### src/rtl/regfile_port_arbiter_if.sv
// regfile_port_arbiter_if: request/response handshakes for the two requesters.
interface regfile_port_arbiter_if #(parameter int DATA_W = 32, parameter int ADDR_W = 2);
   logic              req0_valid, req0_we, req0_ready;
   logic [ADDR_W-1:0] req0_addr;
   logic [DATA_W-1:0] req0_wdata;
   logic              req1_valid, req1_we, req1_ready;
   logic [ADDR_W-1:0] req1_addr;
   logic [DATA_W-1:0] req1_wdata;
   logic              rsp0_valid, rsp0_ready;
   logic [DATA_W-1:0] rsp0_rdata;
   logic              rsp1_valid, rsp1_ready;
   logic [DATA_W-1:0] rsp1_rdata;
   modport master (
      output req0_valid, req0_we, req0_addr, req0_wdata, rsp0_ready,
      output req1_valid, req1_we, req1_addr, req1_wdata, rsp1_ready,
      input  req0_ready, rsp0_valid, rsp0_rdata, req1_ready, rsp1_valid, rsp1_rdata
   );
   modport slave (
      input  req0_valid, req0_we, req0_addr, req0_wdata, rsp0_ready,
      input  req1_valid, req1_we, req1_addr, req1_wdata, rsp1_ready,
      output req0_ready, rsp0_valid, rsp0_rdata, req1_ready, rsp1_valid, rsp1_rdata
   );
endinterface

### src/rtl/regfile_port_arbiter.sv
// regfile_port_arbiter: shares a two-read-port register file between two requesters,
// round-robin on the single write port, registered back-pressurable read responses.
module regfile_port_arbiter #(
   parameter int DATA_W = 32,
   parameter int ADDR_W = 2
) (
   input  logic                  clk,
   input  logic                  rst_n,
   regfile_port_arbiter_if.slave bus,
   output logic [ADDR_W-1:0]     rf_rs1,
   output logic [ADDR_W-1:0]     rf_rs2,
   input  logic [DATA_W-1:0]     rf_read1,
   input  logic [DATA_W-1:0]     rf_read2,
   output logic                  rf_wr,
   output logic [ADDR_W-1:0]     rf_waddr,
   output logic [DATA_W-1:0]     rf_wdata
);
   logic [1:0]        valid, we, open, grant, ready, fire, wr, rd, rsp_ready;
   logic [1:0]        rsp_valid_q, rsp_valid_d;
   logic [ADDR_W-1:0] addr [2];
   logic [DATA_W-1:0] wdata [2];
   logic [DATA_W-1:0] rf_rd [2];
   logic [DATA_W-1:0] rdata_q [2];
   logic [DATA_W-1:0] rdata_d [2];
   logic              prio_q, prio_d, both_w;
   assign valid     = {bus.req1_valid, bus.req0_valid};
   assign we        = {bus.req1_we, bus.req0_we};
   assign rsp_ready = {bus.rsp1_ready, bus.rsp0_ready};
   assign addr[0]   = bus.req0_addr;
   assign addr[1]   = bus.req1_addr;
   assign wdata[0]  = bus.req0_wdata;
   assign wdata[1]  = bus.req1_wdata;
   assign rf_rd[0]  = rf_read1;
   assign rf_rd[1]  = rf_read2;
   assign rf_rs1    = bus.req0_addr;
   assign rf_rs2    = bus.req1_addr;
   assign bus.req0_ready = ready[0];
   assign bus.req1_ready = ready[1];
   assign bus.rsp0_valid = rsp_valid_q[0];
   assign bus.rsp1_valid = rsp_valid_q[1];
   assign bus.rsp0_rdata = rdata_q[0];
   assign bus.rsp1_rdata = rdata_q[1];
   // Writes are refused while reset is held so no write strobe can leak out.
   always_comb begin
      both_w   = &(valid & we);
      grant    = both_w ? (prio_q ? 2'b10 : 2'b01) : 2'b11;
      open     = ~rsp_valid_q | rsp_ready;
      ready    = open & (~we | (grant & {2{rst_n}}));
      fire     = valid & ready;
      wr       = fire & we;
      rd       = fire & ~we;
      rf_wr    = |wr;
      rf_waddr = wr[0] ? addr[0] : wr[1] ? addr[1] : '0;
      rf_wdata = wr[0] ? wdata[0] : wr[1] ? wdata[1] : '0;
      prio_d   = (both_w && |wr) ? ~prio_q : prio_q;
      for (int n = 0; n < 2; n++) begin
         rsp_valid_d[n] = rd[n] | (rsp_valid_q[n] & ~rsp_ready[n]);
         rdata_d[n]     = rd[n] ? rf_rd[n] : rdata_q[n];
      end
   end
   always_ff @(posedge clk or negedge rst_n) begin
      if (!rst_n) begin
         rsp_valid_q <= '0;
         rdata_q     <= '{default: '0};
         prio_q      <= 1'b0;
      end else begin
         rsp_valid_q <= rsp_valid_d;
         rdata_q     <= rdata_d;
         prio_q      <= prio_d;
      end
   end
endmodule
### src/flat_wrapper.sv
// flat-port wrapper written by rule: the top's interface ports become plain ports
module regfile_port_arbiter_flat 
#(
   parameter int DATA_W = 32,
   parameter int ADDR_W = 2
)
  (clk, rst_n, rf_rs1, rf_rs2, rf_read1, rf_read2, rf_wr, rf_waddr, rf_wdata, bus_req0_valid, bus_req0_we, bus_req0_addr, bus_req0_wdata, bus_rsp0_ready, bus_req1_valid, bus_req1_we, bus_req1_addr, bus_req1_wdata, bus_rsp1_ready, bus_req0_ready, bus_rsp0_valid, bus_rsp0_rdata, bus_req1_ready, bus_rsp1_valid, bus_rsp1_rdata);
  regfile_port_arbiter_if #(.DATA_W(DATA_W), .ADDR_W(ADDR_W)) bus_i ();
  input  logic clk;
  input  logic rst_n;
  output logic [ADDR_W-1:0] rf_rs1;
  output logic [ADDR_W-1:0] rf_rs2;
  input  logic [DATA_W-1:0] rf_read1;
  input  logic [DATA_W-1:0] rf_read2;
  output logic rf_wr;
  output logic [ADDR_W-1:0] rf_waddr;
  output logic [DATA_W-1:0] rf_wdata;
  input wire logic [$bits(bus_i.req0_valid)-1:0] bus_req0_valid;
  input wire logic [$bits(bus_i.req0_we)-1:0] bus_req0_we;
  input wire logic [$bits(bus_i.req0_addr)-1:0] bus_req0_addr;
  input wire logic [$bits(bus_i.req0_wdata)-1:0] bus_req0_wdata;
  input wire logic [$bits(bus_i.rsp0_ready)-1:0] bus_rsp0_ready;
  input wire logic [$bits(bus_i.req1_valid)-1:0] bus_req1_valid;
  input wire logic [$bits(bus_i.req1_we)-1:0] bus_req1_we;
  input wire logic [$bits(bus_i.req1_addr)-1:0] bus_req1_addr;
  input wire logic [$bits(bus_i.req1_wdata)-1:0] bus_req1_wdata;
  input wire logic [$bits(bus_i.rsp1_ready)-1:0] bus_rsp1_ready;
  output wire logic [$bits(bus_i.req0_ready)-1:0] bus_req0_ready;
  output wire logic [$bits(bus_i.rsp0_valid)-1:0] bus_rsp0_valid;
  output wire logic [$bits(bus_i.rsp0_rdata)-1:0] bus_rsp0_rdata;
  output wire logic [$bits(bus_i.req1_ready)-1:0] bus_req1_ready;
  output wire logic [$bits(bus_i.rsp1_valid)-1:0] bus_rsp1_valid;
  output wire logic [$bits(bus_i.rsp1_rdata)-1:0] bus_rsp1_rdata;
  assign bus_i.req0_valid = bus_req0_valid;
  assign bus_i.req0_we = bus_req0_we;
  assign bus_i.req0_addr = bus_req0_addr;
  assign bus_i.req0_wdata = bus_req0_wdata;
  assign bus_i.rsp0_ready = bus_rsp0_ready;
  assign bus_i.req1_valid = bus_req1_valid;
  assign bus_i.req1_we = bus_req1_we;
  assign bus_i.req1_addr = bus_req1_addr;
  assign bus_i.req1_wdata = bus_req1_wdata;
  assign bus_i.rsp1_ready = bus_rsp1_ready;
  assign bus_req0_ready = bus_i.req0_ready;
  assign bus_rsp0_valid = bus_i.rsp0_valid;
  assign bus_rsp0_rdata = bus_i.rsp0_rdata;
  assign bus_req1_ready = bus_i.req1_ready;
  assign bus_rsp1_valid = bus_i.rsp1_valid;
  assign bus_rsp1_rdata = bus_i.rsp1_rdata;
  regfile_port_arbiter #(.DATA_W(DATA_W), .ADDR_W(ADDR_W)) u_core (.clk(clk), .rst_n(rst_n), .bus(bus_i), .rf_rs1(rf_rs1), .rf_rs2(rf_rs2), .rf_read1(rf_read1), .rf_read2(rf_read2), .rf_wr(rf_wr), .rf_waddr(rf_waddr), .rf_wdata(rf_wdata));
endmodule
### config.mk
export PLATFORM = sky130hd
export DESIGN_NAME = regfile_port_arbiter_flat
export DESIGN_NICKNAME = d
export VERILOG_FILES = /design/src/rtl/regfile_port_arbiter_if.sv /design/src/rtl/regfile_port_arbiter.sv /design/src/flat_wrapper.sv
export SDC_FILE = /design/constraint.sdc
export NUM_CORES = 1
export LEC_CHECK = 0
export BUFFER_PORTS_ARGS = -buffer_cell sky130_fd_sc_hd__buf_2
export CORE_AREA = 2 2 95 97
export CTS_BUF_LIST = sky130_fd_sc_hd__clkbuf_4
export CTS_CLUSTER_SIZE = 16
export DETAILED_ROUTE_END_ITERATION = 10
export DIE_AREA = 0 0 97 99
export GPL_ROUTABILITY_DRIVEN = 0
export MAX_ROUTING_LAYER = met4
export PLACE_DENSITY = 0.75
export SETUP_SLACK_MARGIN = 0.1
export SYNTH_ARGS = -nofsm -noshare
export SYNTH_HDL_FRONTEND = slang
export SYNTH_SLANG_ARGS = --single-unit
### constraint.sdc
create_clock -name clk -period 4.4 [get_ports clk]
set_clock_uncertainty 0.05 [all_clocks]
set_input_delay 0.88 -clock clk [delete_from_list [all_inputs] [get_ports clk]]
set_output_delay 0.88 -clock clk [all_outputs]
set_load 0.01 [all_outputs]
==> impl_metrics.json, run 1 <==
{
  "wl_per_cell_um": 16.7,
  "postCtsHoldBufs": 0,
  "synth_nets": 346,
  "min_period_ns": 3.22,
  "synthTopCellsByArea": "dfrtp_1, mux2_2, a22o_2, buf_6, buf_4",
  "core_area_um2": 8550,
  "cap_violations": 0,
  "cp-end-kind": "output port",
  "drive_gt1_share_pct": 80.2,
  "grt_max_degree": 70,
  "finalSetupViolations": 0,
  "wirelength_um": 9430,
  "criticalPathCategory": "in -> out",
  "post_cts_buffers": 0,
  "dp_hpwl_um": 7340,
  "vdd_drop_max_v": 0.000275,
  "clk_latency_ns": 0.39,
  "grt-ovfl-total": 0,
  "drv_slew": 0,
  "finalSetupTns_ns": 0,
  "fillCellCount": 808,
  "antenna_found_initial": 1,
  "fp.dieW_um": 97,
  "critical_path_arrival_ns": 2.29,
  "port_buffers": 246,
  "htreeDepth": 3,
  "ys_seq_area_share_pct": 54.2,
  "drt_iter0_markers": 61,
  "power.density_nw_per_um2": 365,
  "cp_max_fo": 34,
  "p_leak_nw": 2.35,
  "grtUsageTotal_pct": 19.7,
  "cp.required_ns": 3.47,
  "rows": 34,
  "hold_slack_ns": 0.449,
  "cts_buffers": 9,
  "tightest_slew_ns": 0.856,
  "grt_first_pass_wirelength_um": 14500,
  "clockBufferDepth": 2,
  "first_pass_iters": 4,
  "num_vias": 2736,
  "root_buffer": "clkbuf_4",
  "status": "complete, no violations",
  "start_util_pct": 36.2,
  "relSlewSlack_pct": 43.0,
  "cts_tree": "built",
  "rsz0062_at_grt": "false",
  "clkTransAtPathRegs_ns": 0.10,
  "critical_path.startpoint_type": "primary input",
  "layout_commonest_cell": "buf_2",
  "layout_common_cells": "buf_2, dfrtp_1, mux2_2, a22o_2, clkbuf_4",
  "yosysUniqueCellTypes": 25,
  "yosysWarnings": 0,
  "ys_seq_elements": 67,
  "clock-sinks": 67,
  "grt_pass1_vias": 2826,
  "syn_avg_cell_area_um2": 15.0,
  "place_ws_ns": 1.16,
  "cts_resized": 0,
  "area_delta_synth_final_pct": 44.3,
  "max_freq_mhz": 311,
  "drc": 0,
  "hold_viol": 0,
  "ant_nets": 0,
  "post-route-period-util_pct": 73.2,
  "die-height_um": 99,
  "final_nets": 590,
  "die_area_um2": 9600,
  "ios": 247,
  "hp-class": "reg -> reg",
  "setup_ws_ns": 1.18,
  "syn_inst": 206,
  "netlist_area_um2": 3090,
  "yosysTopAreaCell": "dfrtp_1",
  "vias_per_cell": 4.86,
  "synth_top_area_share_pct": 54.2
}
metrics by stage:
step	util, %	area (um^2)	total power, mW	instances
2_1_floorplan	-	3090	1.03	206
3_3_place_gp	50.7	4340	1.25	547
3_5_place_dp	50.7	4340	1.27	547
4_1_cts	52.2	4460	1.66	562
5_1_grt	52.2	4460	1.72	563
6_report	52.2	4460	1.63	563
cell type report:
cell class | instances | area, um^2 | area share, %
flip-flops and latches | 67 | 1680 | 37.6
repair buffers | 251 | 1270 | 28.4
multi-input cells | 120 | 1250 | 28.0
well taps | 108 | 135 | 3.03
clock buffers | 11 | 82.6 | 1.85
clock inverters | 4 | 42.5 | 0.953
inverters | 1 | 3.75 | 0.0841
diodes | 1 | 2.50 | 0.0561
state kept, by name, summed over array words and instances, names as in the netlist:
signal,flops
u_core.bus.rsp1_rdata,32
u_core.rsp_valid_q,2
u_core.prio_q,1
u_core.bus.rsp0_rdata,32
worst paths after layout:
path                            cells past startpoint                                 start                                     to  slack, ns
worst max register to register                      4       u_core.rsp_valid_q[1]$_DFF_PN0_  u_core.bus.rsp1_rdata[23]$_DFFE_PN0P_       2.64
worst min-delay path                                1  u_core.bus.rsp0_rdata[3]$_DFFE_PN0P_   u_core.bus.rsp0_rdata[3]$_DFFE_PN0P_       0.45
worst min register to register                      1  u_core.bus.rsp0_rdata[3]$_DFFE_PN0P_   u_core.bus.rsp0_rdata[3]$_DFFE_PN0P_       0.45
min in group asynchronous                           2                                 rst_n  u_core.bus.rsp0_rdata[16]$_DFFE_PN0P_       0.65
max in group asynchronous                           2                                 rst_n              u_core.prio_q$_DFFE_PN0P_       3.07
worst max-delay path                                6                        bus_rsp1_ready                           rf_wdata[24]       1.18
power breakdown:
group / internal, mW / switching [mW] / leakage (nW)
registers: 0.728 / 0.0556 / 0.789
logic: 0.245 / 0.219 / 1.49
clock network: 0.179 / 0.201 / 0.0718
critical path: stages:
cell     delay [ns]
buf_2          0.10
nor2b_1        0.49
nor4_4         0.08
buf_4          0.26
a22o_2         0.32
buf_2          0.14
routing by layer:
metal  global-route usage (%)  wire length (um)
met3                     4.89               725
met4                     9.64               265
met2                     35.6              5180
met1                     19.9              3260
met5                        -                 0
synth_stat cells:
cell type,count
a211oi_1,1
a21o_1,1
a21oi_1,1
a22o_1,4
a22o_2,30
and3_2,1
and3b_1,1
buf_2,3
buf_4,6
buf_6,9
dfrtp_1,67
inv_1,1
mux2_1,2
mux2_2,62
nand2_1,1
nand2_2,1
nand3_1,1
nor2b_1,2
nor3_1,3
nor3b_4,2
nor4_4,2
o21a_1,1
o31ai_1,1
o41ai_1,1
or2_2,2
cells by family after synthesis:
family | after synthesis | share of synthesized area, %
flops | 67 | 54.2
mux | 64 | 23.3
compound gates | 40 | 12.3
buf+inv | 19 | 5.34
simple gates | 16 | 4.89
No activity file was read; power rests on OpenSTA's default activity.
==> inputs of run 2 (changes only) <==
--- a/config.mk
+++ b/config.mk
@@ -6,14 +6,14 @@
 export NUM_CORES = 1
 export LEC_CHECK = 0
 export BUFFER_PORTS_ARGS = -buffer_cell sky130_fd_sc_hd__buf_2
-export CORE_AREA = 2 2 95 97
+export CORE_AREA = 2 2 96 98
 export CTS_BUF_LIST = sky130_fd_sc_hd__clkbuf_4
 export CTS_CLUSTER_SIZE = 16
 export DETAILED_ROUTE_END_ITERATION = 10
-export DIE_AREA = 0 0 97 99
+export DIE_AREA = 0 0 98 100
 export GPL_ROUTABILITY_DRIVEN = 0
 export MAX_ROUTING_LAYER = met4
-export PLACE_DENSITY = 0.75
+export PLACE_DENSITY = 0.74
 export SETUP_SLACK_MARGIN = 0.1
 export SYNTH_ARGS = -nofsm -noshare
 export SYNTH_HDL_FRONTEND = slang
==> constraint.sdc (replaced) <==
create_clock -name clk -period 3.2 [get_ports clk]
set_clock_uncertainty 0.05 [all_clocks]
set_input_delay 0.64 -clock clk [delete_from_list [all_inputs] [get_ports clk]]
set_output_delay 0.64 -clock clk [all_outputs]
set_load 0.01 [all_outputs]
==> impl_metrics.json, run 2 (same netlist as run 1, synthesis figures left out) <==
{
  "grt_pass1_vias": 2838,
  "hold_viol": 0,
  "htreeDepth": 3,
  "critPathBufInv": 3,
  "utilization_pct": 50.5,
  "core_area_um2": 8890,
  "rows": 35,
  "finalPower_mw": 2.18,
  "dp_hpwl_um": 8010,
  "relSlewSlack_pct": 44.2,
  "wirelength_um": 10000,
  "crit_top_cell": "buf_4",
  "drt_iter0_markers": 48,
  "first_pass_iters": 4,
  "hp-class": "in -> reg",
  "post-route-period-util_pct": 83.3,
  "grt_first_pass_wirelength_um": 14700,
  "setup_ws_ns": 0.536,
  "reg2reg_from": "u_core.rsp_valid_q[0]$_DFF_PN0_",
  "multi_input_area_um2": 1250,
  "ios": 247,
  "cap_violations": 0,
  "layout_commonest_cell": "buf_2",
  "area_delta_synth_final_pct": 45.1,
  "crit_slowest_cell": "dfrtp_1",
  "finalSetupTns_ns": 0,
  "ant_nets": 0,
  "cp-end-kind": "output port",
  "r2r_setup_slack_ns": 1.40,
  "cts_buffers": 9,
  "regArea_um2": 1680,
  "port_buffers": 246,
  "die_area_um2": 9800,
  "critical_path.max_stage_delay_ns": 0.39,
  "grt-ovfl-total": 0,
  "num_vias": 2797,
  "wl_per_cell_um": 17.5,
  "clkTransAtPathRegs_ns": 0.11,
  "r2r_cells": 5,
  "finalSetupViolations": 0,
  "grtUsageTotal_pct": 20.1,
  "fp.dieW_um": 98,
  "criticalPathCategory": "reg -> out",
  "drv_slew": 0,
  "clockBufferDepth": 2,
  "clock-sinks": 67,
  "root_buffer": "clkbuf_4",
  "worstHoldStart": "rf_read1[3]",
  "r2r-end": "u_core.bus.rsp0_rdata[17]$_DFFE_PN0P_",
  "layout_common_cells": "buf_2, dfrtp_1, mux2_2, a22o_2, clkbuf_4",
  "max_freq_mhz": 375,
  "clk_latency_ns": 0.40,
  "status": "complete, no violations",
  "antenna_found_initial": 0,
  "cp.depth": 6,
  "hold_slack_ns": 0.407,
  "cts_tree": "built",
  "cp_max_fo": 25,
  "vdd_drop_max_v": 0.000283,
  "p_leak_nw": 2.36,
  "rsz0062_at_grt": "false",
  "diodes": 0,
  "hold_end": "u_core.bus.rsp0_rdata[3]$_DFFE_PN0P_",
  "place_ws_ns": 0.609,
  "critical_path_arrival_ns": 1.97,
  "final_nets": 595,
  "power.density_nw_per_um2": 487,
  "worstHoldPathCells": 2,
  "die-height_um": 100,
  "tightest_slew_ns": 0.837,
  "start_util_pct": 34.8,
  "critical_path.startpoint_type": "flop",
  "grt_max_degree": 68,
  "fillCellCount": 836,
  "cp.required_ns": 2.51,
  "crit_path_cell_trace": "nor2b_1 -> buf_4 -> nor4_4 -> buf_4 -> a22o_2 -> buf_2",
  "drive_gt1_share_pct": 80.2,
  "min_period_ns": 2.66,
  "crit_family": "buffers and inverters",
  "drc": 0,
  "vias_per_cell": 4.90
}
-- run 2: changes by cell type in the layout (fill, tap and decap cells not counted) --
cell           before  now
buf_4               5    9
clkinvlp_4          0    2
bufinv_16           1    0
clkbuf_4           11   10
clkinv_2            1    2
diode_2             1    0
dlygate4sd3_1       0    1
-- run 2: power breakdown --
part | internal (mW) | switching, mW | total [mW]
Clock | 0.161 | 0.299 | 0.460
Combinational | 0.341 | 0.306 | 0.647
Sequential | 1.00 | 0.0761 | 1.08
Total | 1.50 | 0.681 | 2.18
-- run 2: stage by stage --
step                cell area, um^2  cells
global placement               4370    554
finish                         4490    571
floorplan                      3090    206
global route                   4490    571
detailed placement             4370    554
CTS                            4490    571
-- run 2: worst max-delay path by stage --
stage / end / slack, ns / from
after detailed placement: rf_wdata[1] / 0.61 / rst_n
final: rf_wdata[17] / 0.54 / u_core.rsp_valid_q[0]$_DFF_PN0_
after global placement: rf_wdata[1] / 0.68 / rst_n
after floorplan: rf_wdata[12] / 0.91 / bus_rsp0_ready
after CTS: rf_wdata[1] / 0.48 / u_core.rsp_valid_q[0]$_DFF_PN0_
after global routing: rf_wdata[12] / 0.41 / u_core.rsp_valid_q[0]$_DFF_PN0_
-- run 2: repair_timing --
action | CTS | global route
gates resized for setup | 0 | 0
endpoints found under the hold margin | 1 | 0
buffers inserted | 0 | 0
hold buffers | 1 | 0
endpoints found under the setup margin | 0 | 0
-- run 2: metal layers --
metal | track usage, % | share of wire (%)
met3 | 5.71 | 9.1
met4 | 6.20 | 1.3
met5 | - | 0
met2 | 33.9 | 52
met1 | 23.6 | 38
-- run 2: final cells by class --
cell class	count	area share, %
Timing Repair Buffer	256	29.2
Multi-Input combinational cell	120	27.9
Clock buffer	10	1.67
Clock inverter	6	0.725
Tap cell	111	3.10
Sequential cell	67	37.4
Inverter	1	0.0837
==> inputs of run 3 (changes only) <==
--- a/config.mk
+++ b/config.mk
@@ -6,14 +6,14 @@
 export NUM_CORES = 1
 export LEC_CHECK = 0
 export BUFFER_PORTS_ARGS = -buffer_cell sky130_fd_sc_hd__buf_2
-export CORE_AREA = 2 2 96 98
+export CORE_MARGIN = 2
+export CORE_UTILIZATION = 37
 export CTS_BUF_LIST = sky130_fd_sc_hd__clkbuf_4
 export CTS_CLUSTER_SIZE = 16
 export DETAILED_ROUTE_END_ITERATION = 10
-export DIE_AREA = 0 0 98 100
 export GPL_ROUTABILITY_DRIVEN = 0
 export MAX_ROUTING_LAYER = met4
-export PLACE_DENSITY = 0.74
+export PLACE_DENSITY = 0.79
 export SETUP_SLACK_MARGIN = 0.1
 export SYNTH_ARGS = -nofsm -noshare
 export SYNTH_HDL_FRONTEND = slang
==> constraint.sdc (replaced) <==
create_clock -name clk -period 2.3 [get_ports clk]
set_clock_uncertainty 0.05 [all_clocks]
set_input_delay 0.46 -clock clk [delete_from_list [all_inputs] [get_ports clk]]
set_output_delay 0.46 -clock clk [all_outputs]
set_load 0.01 [all_outputs]
==> impl_metrics.json, run 3 (same netlist as run 1, synthesis figures left out) <==
{
  "status": "complete, but fails checks",
  "violations": "setup timing",
  "reg2reg_from": "u_core.rsp_valid_q[1]$_DFF_PN0_",
  "cp-startpoint": "u_core.prio_q$_DFFE_PN0P_",
  "wl_per_cell_um": 18.3,
  "clockBufferDepth": 2,
  "grtUsageTotal_pct": 21.5,
  "drc": 0,
  "grt_first_pass_wirelength_um": 14200,
  "power.density_nw_per_um2": 605,
  "ios": 247,
  "cap_violations": 0,
  "layout_commonest_cell": "buf_2",
  "critical_path.max_stage_delay_ns": 0.41,
  "rsz0062_at_grt": "true",
  "start_util_pct": 37.8,
  "vdd_drop_max_v": 0.000400,
  "dp_hpwl_um": 7360,
  "utilization_pct": 63.5,
  "critical_path_arrival_ns": 1.83,
  "max_freq_mhz": 427,
  "die_area_um2": 9110,
  "antenna_found_initial": 1,
  "core_area_um2": 8180,
  "htreeDepth": 3,
  "pwr-share-clk_pct": 19.1,
  "r2r-end": "u_core.bus.rsp1_rdata[18]$_DFFE_PN0P_",
  "drive_gt1_share_pct": 81.4,
  "grt_pass1_vias": 2979,
  "grt-ovfl-total": 0,
  "multi_input_area_um2": 1460,
  "cp.required_ns": 1.79,
  "hold_viol": 0,
  "area_delta_synth_final_pct": 67.8,
  "cp-end-kind": "output port",
  "hold_end": "u_core.bus.rsp0_rdata[3]$_DFFE_PN0P_",
  "p_leak_nw": 2.66,
  "clk_latency_ns": 0.38,
  "regArea_um2": 1680,
  "fin_cells": 580,
  "crit_top_cell": "buf_6",
  "ant_nets": 0,
  "num_vias": 2843,
  "port_buffers": 246,
  "r2r_cells": 5,
  "relSlewSlack_pct": 54.5,
  "vias_per_cell": 4.90,
  "min_period_ns": 2.34,
  "hp-class": "in -> reg",
  "grt_max_degree": 55,
  "postLayoutCellArea_um2": 5190,
  "criticalPathCategory": "reg -> out",
  "fillCellCount": 624,
  "crit_path_cell_trace": "and3b_2 -> nor4_4 -> buf_6 -> clkbuf_16 -> a22o_4 -> buf_6",
  "p_int_mw": 2.18,
  "die-height_um": 95.4,
  "finalSetupViolations": 28,
  "p_comb_share_pct": 33.2,
  "crit_slowest_cell": "dfrtp_1",
  "setup_ws_ns": -0.0419,
  "drv_slew": 0,
  "cts_tree": "built",
  "p_sw_uw": 958,
  "first_pass_iters": 4,
  "layout_common_cells": "buf_2, dfrtp_1, mux2_2, buf_6, a22o_4",
  "power.share.switching_pct": 30.5,
  "fp.dieW_um": 95.4,
  "wirelength_um": 10600,
  "final_nets": 610,
  "worstHoldStart": "rf_read1[3]",
  "critical_path.startpoint_type": "flop",
  "rows": 33,
  "clkTransAtPathRegs_ns": 0.10,
  "drt_iter0_markers": 47,
  "tightest_slew_ns": 0.682,
  "dp.cells": 547,
  "r2r_setup_slack_ns": 0.61,
  "post-route-period-util_pct": 102,
  "cp_max_fo": 8,
  "cts_buffers": 9,
  "clock-sinks": 67,
  "seq_power_share_pct": 47.7,
  "root_buffer": "clkbuf_4",
  "worstHoldPathCells": 2,
  "dpl-instance-area_um2": 4400
}
run 3: cell count changes in the layout (fill, tap and decap cells not counted), sizes merged:
cell,previous run,this run
buf,255,267
clkbuf,10,13
clkinv,4,5
clkinvlp,2,0
diode,0,1
run 3: what timing repair did:
action	4_1_cts	5_1_grt
resized for setup	55	18
buffers inserted	6	1
endpoints found under the hold margin	13	0
hold buffers	1	0
cloned	4	5
setup endpoints to repair	34	36
pin swaps	4	13
run 3: power by group through the flow:
| stage | clock (mW) | combinational, mW | sequential (mW) |
|---|---|---|---|
| after floorplan | 0 | 0.349 | 1.63 |
| after global placement | 0 | 0.892 | 1.51 |
| after detailed placement | 0 | 0.917 | 1.52 |
| after CTS | 0.620 | 1.02 | 1.50 |
| after global routing | 0.679 | 1.12 | 1.53 |
| final | 0.600 | 1.04 | 1.50 |
run 3: layer usage:
metal  up-vias  global-route usage, %  wire, um
met5         -                      -         0
met4         0                   13.5       506
met3        36                   4.82       841
met2       145                   41.3      6010
met1      1365                   18.6      3270
li1       1297                      -         -
run 3: how the worst max path moves through the flow:
stage,endpoint,slack [ns],cells after the start
2_1_floorplan,rf_wdata[12],0.33,5
3_3_place_gp,rf_wdata[27],0.19,6
3_5_place_dp,rf_wdata[27],0.16,6
4_1_cts,rf_wdata[8],-0.04,7
5_1_grt,rf_waddr[0],-0.17,7
6_report,rf_wdata[27],-0.04,6
run 3: worst max-delay path, delay by kind of cell (launching register included):
kind / cells / cell delay (ns)
flip-flops: 1 / 0.41
AND/OR/NAND/NOR: 2 / 0.33
AO/OA/AOI/OAI: 1 / 0.26
buffers and inverters: 3 / 0.45
run 3: final cells by class:
cell class | count | area share, %
Antenna cell | 1 | 0.0482
Clock buffer | 10 | 1.45
Clock inverter | 5 | 0.410
Inverter | 1 | 0.0723
Multi-Input combinational cell | 120 | 28.2
Sequential cell | 67 | 32.3
Tap cell | 105 | 2.53
Timing Repair Buffer | 271 | 35.0
run 3: stage by stage:
step / setup TNS (ns) / total power, mW / hold WS [ns] / setup WS, ns
final: -0.541 / 3.14 / 0.237 / -0.0419
after global routing: -3.66 / 3.33 / 0.205 / -0.168
after CTS: -0.342 / 3.14 / 0.207 / -0.0375
after detailed placement: 0 / 2.44 / 0.427 / 0.164
after global placement: 0 / 2.41 / 0.419 / 0.186
after floorplan: 0 / 1.98 / 0.114 / 0.332
